### config.mk
export PLATFORM = sky130hd
export DESIGN_NAME = uart_rx
export DESIGN_NICKNAME = d
export VERILOG_FILES = /design/src/rtl/uart_rx.sv
export SDC_FILE = /design/constraint.sdc
export NUM_CORES = 1
export LEC_CHECK = 0
export ABC_AREA = 0
export ABC_CLOCK_PERIOD_IN_PS = 8000
export BUFFER_PORTS_ARGS = -buffer_cell sky130_fd_sc_hd__buf_2
export CORE_UTILIZATION = 63
export DETAILED_ROUTE_END_ITERATION = 10
export PLACE_DENSITY = 0.84
export RECOVER_POWER = 100
export SLEW_MARGIN = 0
export SYNTH_ARGS = -nofsm -noshare
export SYNTH_HDL_FRONTEND = slang
export SYNTH_SLANG_ARGS = --single-unit
### constraint.sdc
create_clock -name clk -period 8 [get_ports clk]
set_clock_uncertainty 0.2 [all_clocks]
set_input_delay 0.8 -clock clk [delete_from_list [all_inputs] [get_ports clk]]
set_output_delay 0.8 -clock clk [all_outputs]
set_load 0.03 [all_outputs]
### src/rtl/uart_rx.sv
// ---------------------------------------------------------------------------
// uart_rx - oversampling UART receiver
//
// Receives frames of: start bit (0), DATA_WIDTH data bits LSB first, an
// optional parity bit, then one stop bit (1). Each bit lasts `prescale` clk
// cycles, latched at frame start. The bit value is the majority vote of three
// samples taken around the middle of the bit.
//
// Configuration macro: UART_RX_PARITY_EN
//   defined   -> parity bit supported (par_en / par_typ honoured)
//   undefined -> no parity state or logic, par_en / par_typ ignored,
//                par_err tied low
//
// Parameters:
//   DATA_WIDTH  payload bits per frame (2 or more)
//
// Ports:
//   clk         clock, rising edge active
//   rst         synchronous active-high reset
//   RX_IN       serial line, idle high, already synchronised externally
//   prescale    clk cycles per bit; values below 4 behave as 4
//   par_en      1 = frame carries a parity bit
//   par_typ     0 = even parity, 1 = odd parity
//   P_DATA      payload of the last good frame
//   data_valid  1-cycle pulse, good frame received
//   par_err     1-cycle pulse, parity mismatch
//   stp_err     1-cycle pulse, stop bit sampled low
// ---------------------------------------------------------------------------
module uart_rx #(
  parameter int DATA_WIDTH = 8
) (
  input  logic                  clk,
  input  logic                  rst,
  input  logic                  RX_IN,
  input  logic [5:0]            prescale,
  input  logic                  par_en,
  input  logic                  par_typ,
  output logic [DATA_WIDTH-1:0] P_DATA,
  output logic                  data_valid,
  output logic                  par_err,
  output logic                  stp_err
);

  localparam int BIT_CNT_W = (DATA_WIDTH > 1) ? $clog2(DATA_WIDTH) : 1;
  localparam logic [BIT_CNT_W-1:0] BIT_LAST = BIT_CNT_W'(DATA_WIDTH - 1);
  localparam logic [BIT_CNT_W-1:0] BIT_ONE  = BIT_CNT_W'(1);

`ifdef UART_RX_PARITY_EN
  typedef enum logic [2:0] {IDLE, START, DATA, PARITY, STOP} state_t;
`else
  typedef enum logic [2:0] {IDLE, START, DATA, STOP} state_t;
`endif

  state_t                 state;
  logic [5:0]             edge_cnt;
  logic [5:0]             presc;
  logic [BIT_CNT_W-1:0]   bit_cnt;
  logic [DATA_WIDTH-1:0]  shift_reg;
  logic [1:0]             samp;
  logic                   bit_val;
  logic                   par_fail;

`ifdef UART_RX_PARITY_EN
  logic                   par_en_q;
  logic                   par_typ_q;
`else
  // Configuration inputs have no function in this build.
  logic                   unused_cfg;
  assign unused_cfg = par_en ^ par_typ;
  assign par_fail   = 1'b0;
  assign par_err    = 1'b0;
`endif

  logic [5:0] half;
  logic       last_edge;
  logic       sample_bit;

  // Sample points sit at half-1, half and half+1. With prescale 4 the third
  // sample lands on the final edge of the bit, so the vote is formed
  // combinationally from the live line value at that point.
  always_comb begin
    half       = {1'b0, presc[5:1]};
    last_edge  = (edge_cnt == (presc - 6'd1));
    sample_bit = bit_val;
    if (edge_cnt == (half + 6'd1)) begin
      sample_bit = (samp[0] & samp[1]) | (samp[0] & RX_IN) | (samp[1] & RX_IN);
    end
  end

  // Receive FSM; all outputs are registered and pulse in the first IDLE cycle.
  always_ff @(posedge clk) begin
    if (rst) begin
      state      <= IDLE;
      edge_cnt   <= 6'd0;
      presc      <= 6'd4;
      bit_cnt    <= '0;
      shift_reg  <= '0;
      samp       <= 2'b00;
      bit_val    <= 1'b0;
      P_DATA     <= '0;
      data_valid <= 1'b0;
      stp_err    <= 1'b0;
`ifdef UART_RX_PARITY_EN
      par_err    <= 1'b0;
      par_fail   <= 1'b0;
      par_en_q   <= 1'b0;
      par_typ_q  <= 1'b0;
`endif
    end else begin
      data_valid <= 1'b0;
      stp_err    <= 1'b0;
`ifdef UART_RX_PARITY_EN
      par_err    <= 1'b0;
`endif
      case (state)
        IDLE: begin
          if (!RX_IN) begin
            state    <= START;
            edge_cnt <= 6'd0;
            presc    <= (prescale < 6'd4) ? 6'd4 : prescale;
`ifdef UART_RX_PARITY_EN
            par_en_q  <= par_en;
            par_typ_q <= par_typ;
            par_fail  <= 1'b0;
`endif
          end
        end
        default: begin
          if (edge_cnt == (half - 6'd1)) samp[0] <= RX_IN;
          if (edge_cnt == half)          samp[1] <= RX_IN;
          if (edge_cnt == (half + 6'd1)) bit_val <= sample_bit;

          if (last_edge) begin
            edge_cnt <= 6'd0;
            case (state)
              START: begin
                // A start bit that votes high was a glitch on the idle line.
                if (sample_bit) begin
                  state <= IDLE;
                end else begin
                  state   <= DATA;
                  bit_cnt <= '0;
                end
              end
              DATA: begin
                shift_reg <= {sample_bit, shift_reg[DATA_WIDTH-1:1]};
                if (bit_cnt == BIT_LAST) begin
`ifdef UART_RX_PARITY_EN
                  state <= par_en_q ? PARITY : STOP;
`else
                  state <= STOP;
`endif
                end else begin
                  bit_cnt <= bit_cnt + BIT_ONE;
                end
              end
`ifdef UART_RX_PARITY_EN
              PARITY: begin
                par_fail <= (sample_bit != ((^shift_reg) ^ par_typ_q));
                state    <= STOP;
              end
`endif
              STOP: begin
                state   <= IDLE;
                stp_err <= ~sample_bit;
`ifdef UART_RX_PARITY_EN
                par_err <= par_fail;
`endif
                if (sample_bit && !par_fail) begin
                  P_DATA     <= shift_reg;
                  data_valid <= 1'b1;
                end
              end
              default: state <= IDLE;
            endcase
          end else begin
            edge_cnt <= edge_cnt + 6'd1;
          end
        end
      endcase
    end
  end

endmodule

==> run_results.csv <==
group,metric,value,unit
critical_path,worstSetupPathType,"flip-flop to flip-flop",
cells_and_area,mostFrequentLayoutCell,"dfxtp_1",
synth,syn_nets,282,
clocking,cts_sinks,38,
grt,groute.usage.overall,0.2781,
grt,grt_pass1_vias,1749,
clocking,postCtsHoldBufs,0,
floorplanning,core_area,0.003363,mm²
synth,synth_seq_area_share,0.3437,
detailed_routing,dr_wl_met3,237,µm
detailed_routing,drtPass1Iterations,4,
synth,yosysWarnings,0,
synth,syn_inst,260,
detailed_routing,wl_per_cell,14.16,µm
synth,syn_area_per_cell,8.513,µm²
cells_and_area,final_cell_mix,"dfxtp_1, nand2_1, nor2_1",
timing,final-hold-violation-count,0,
critical_path,crit_arrival,4.11,ns
detailed_routing,top_layer_used,"met4",
cells_and_area,nets,291,
detailed_routing,wl_met1,2024,µm
floorplanning,io_pins,22,
detailed_routing,final_antenna_net_count,0,
status,status,"finished with violations",
grt,grt_max_degree,26,
detailed_routing,drt-vias-per-instance,5.905,
clocking,cts_setup_buffers,0,
synth,synth-seq-cells,38,
grt,antenna_found_initial,0,
critical_path,critPathMaxFanout,9,
status,violations,"max-capacitance violations, max-slew violations",
clocking,cts_tree,"yes",
detailed_routing,drc,0,
clocking,clk_pin_slew_worst_paths,0.11,ns
place,portBuffers,18,
flow_run,cap_violations,1,
timing,period_minus_slack,4.069,ns
grt,grt_pass1_wl,7534,µm
synth,syn_area,0.002213,mm²
synth,synth.distinct_cells,50,
synth,ys.flop_type,"dfxtp_1",
timing,whs,0.2635,ns
timing,rsz0062_at_grt,"no",
timing,slew_violations,10,
cells_and_area,drive_gt1_frac,0.07407,
clocking,clock_path_buffers,2,
grt,grt-ovfl-total,0,
timing,finalSetupTns,0,ns
detailed_routing,dr.first_iter.drc_count,134,
floorplanning,die_h,61.28,µm
detailed_routing,wl_met2,2107,µm
critical_path,required,8.04,ns
critical_path,startpoint_type,"flip-flop",
cells_and_area,fillCellCount,301,
detailed_routing,routed_wl,4474,µm
place,routabilityCongestion,0.8355,
clocking,clk_latency,0.35,ns
clocking,cts-root-buf,"clkbuf_4",
cells_and_area,areaGrowthSynthToFinish,6.444,%
clocking,htree_levels,2,
timing,setup_viol,0,
place,dp_hpwl,3167,µm
power,pwr_density_cell,176.0,mW/mm²
floorplanning,start_util,0.6581,
power,ir_worst_vdd,0.1408,mV
synth,synth_edf_count,0,
timing,period_share,0.5086,
floorplanning,die_x,61.28,µm
timing,timing.fmax,245.8,MHz
floorplanning,dieArea,0.003755,mm²
cells_and_area,num_antenna_cells,0,
clocking,cts-buffers-inserted,5,
power,p_leak,0.8962,nW
clocking,cts_resized,0,
timing,slew_headroom,-0.2567,
detailed_routing,routed-via-count,1866,
worst_hold_path,timing.hold.worst.class,"flip-flop to flip-flop",
synth,async_flop_share,0,
critical_path,crit_path_end_kind,"flip-flop",
floorplanning,floorplan.rows,21,
timing,max_slew.worst_pin.slew,1.868,ns
[where the power goes]
group	leakage (nW)	internal (mW)	total (mW)	switching [mW]
Clock	0.0585	0.106	0.170	0.0646
Combinational	0.530	0.0167	0.0448	0.0281
Sequential	0.307	0.192	0.199	0.00706
Total	0.896	0.315	0.415	0.0998
[synthesized netlist by cell type (2+ instances only)]
cell       instances  area share
and3_1             3      0.0085
nor3_1             7       0.016
ha_1              11       0.062
inv_1              8       0.014
nand3b_1           3       0.010
or3_1              3      0.0085
xnor2_1            7       0.028
o31ai_1            2      0.0068
a21oi_1            7       0.016
buf_4              2      0.0068
or4_1              3       0.010
a22oi_1            2      0.0068
buf_2              5       0.011
dfxtp_1           38        0.34
nand2b_1           4       0.011
a21o_1             3       0.010
xor2_1            10       0.040
o211ai_1           4       0.014
a211oi_1           2      0.0068
a41o_1             2      0.0090
o22ai_1            3      0.0085
o21ai_0            7       0.016
nand3_1            7       0.016
a31oi_1            2      0.0057
mux2i_1           21       0.095
clkbuf_1           9       0.015
nand2_1           35       0.059
nor2_1            23       0.039
nand4_1            2      0.0057
o2bb2ai_1          2      0.0079
nor2b_1            2      0.0057
nor4_1             3      0.0085
[cell type report]
class	count	area, µm²	area share
sequential	38	760.7	0.3229
inverter	8	30.03	0.01275
multi-input combinational	197	1311	0.5566
clock inverter	2	60.06	0.02549
tap	46	57.56	0.02443
clock buffer	6	51.30	0.02177
timing repair buffer	19	85.08	0.03611
[worst max-delay path, cell delays in order, from the launching register on]
cell,delay [ns]
dfxtp_1,0.56
inv_1,0.14
ha_1,0.22
a21boi_0,0.33
xnor2_1,0.16
o2111ai_1,0.38
nor4_1,1.59
mux2i_1,0.32
nor2_1,0.06
[metrics by stage]
| stage | area, µm² | worst slack, ns | utilization | power [mW] | std cells |
|---|---|---|---|---|---|
| 2_1_floorplan | 2213 | 5.340 | - | 0.2379 | 260 |
| 3_3_place_gp | 2283 | 4.927 | 0.6789 | 0.2478 | 308 |
| 3_5_place_dp | 2283 | 4.867 | 0.6789 | 0.2492 | 308 |
| 4_1_cts | 2395 | 4.840 | 0.7121 | 0.4174 | 316 |
| 5_1_grt | 2356 | 3.631 | 0.7005 | 0.4306 | 316 |
| 6_report | 2356 | 3.931 | 0.7005 | 0.4146 | 316 |
[path summary, 6_finish.rpt]
path,end,slack (ns),cells after the start,from
hold / removal,P_DATA[5]$_SDFFE_PP0P_,0.26,2,P_DATA[5]$_SDFFE_PP0P_
hold reg to reg,P_DATA[5]$_SDFFE_PP0P_,0.26,2,P_DATA[5]$_SDFFE_PP0P_
setup reg to reg,shift_reg[2]$_SDFFE_PP0P_,3.93,8,presc[1]$_SDFFE_PP0P_
setup / recovery,shift_reg[2]$_SDFFE_PP0P_,3.93,8,presc[1]$_SDFFE_PP0P_
[logic make-up after synthesis]
family	synth area share
compound gates	0.1385
xor+xnor	0.06727
fa+ha+maj	0.06670
buf+inv	0.05200
flops	0.3437
mux	0.1001
other cells	0.001694
simple gates	0.2301
[layer usage]
metal	vias up	global-route usage
li1	931	-
met2	52	0.4674
met3	11	0.07563
met4	0	0.1331
met5	-	0
met1	872	0.3286
Power figures use the tool's default switching activity.
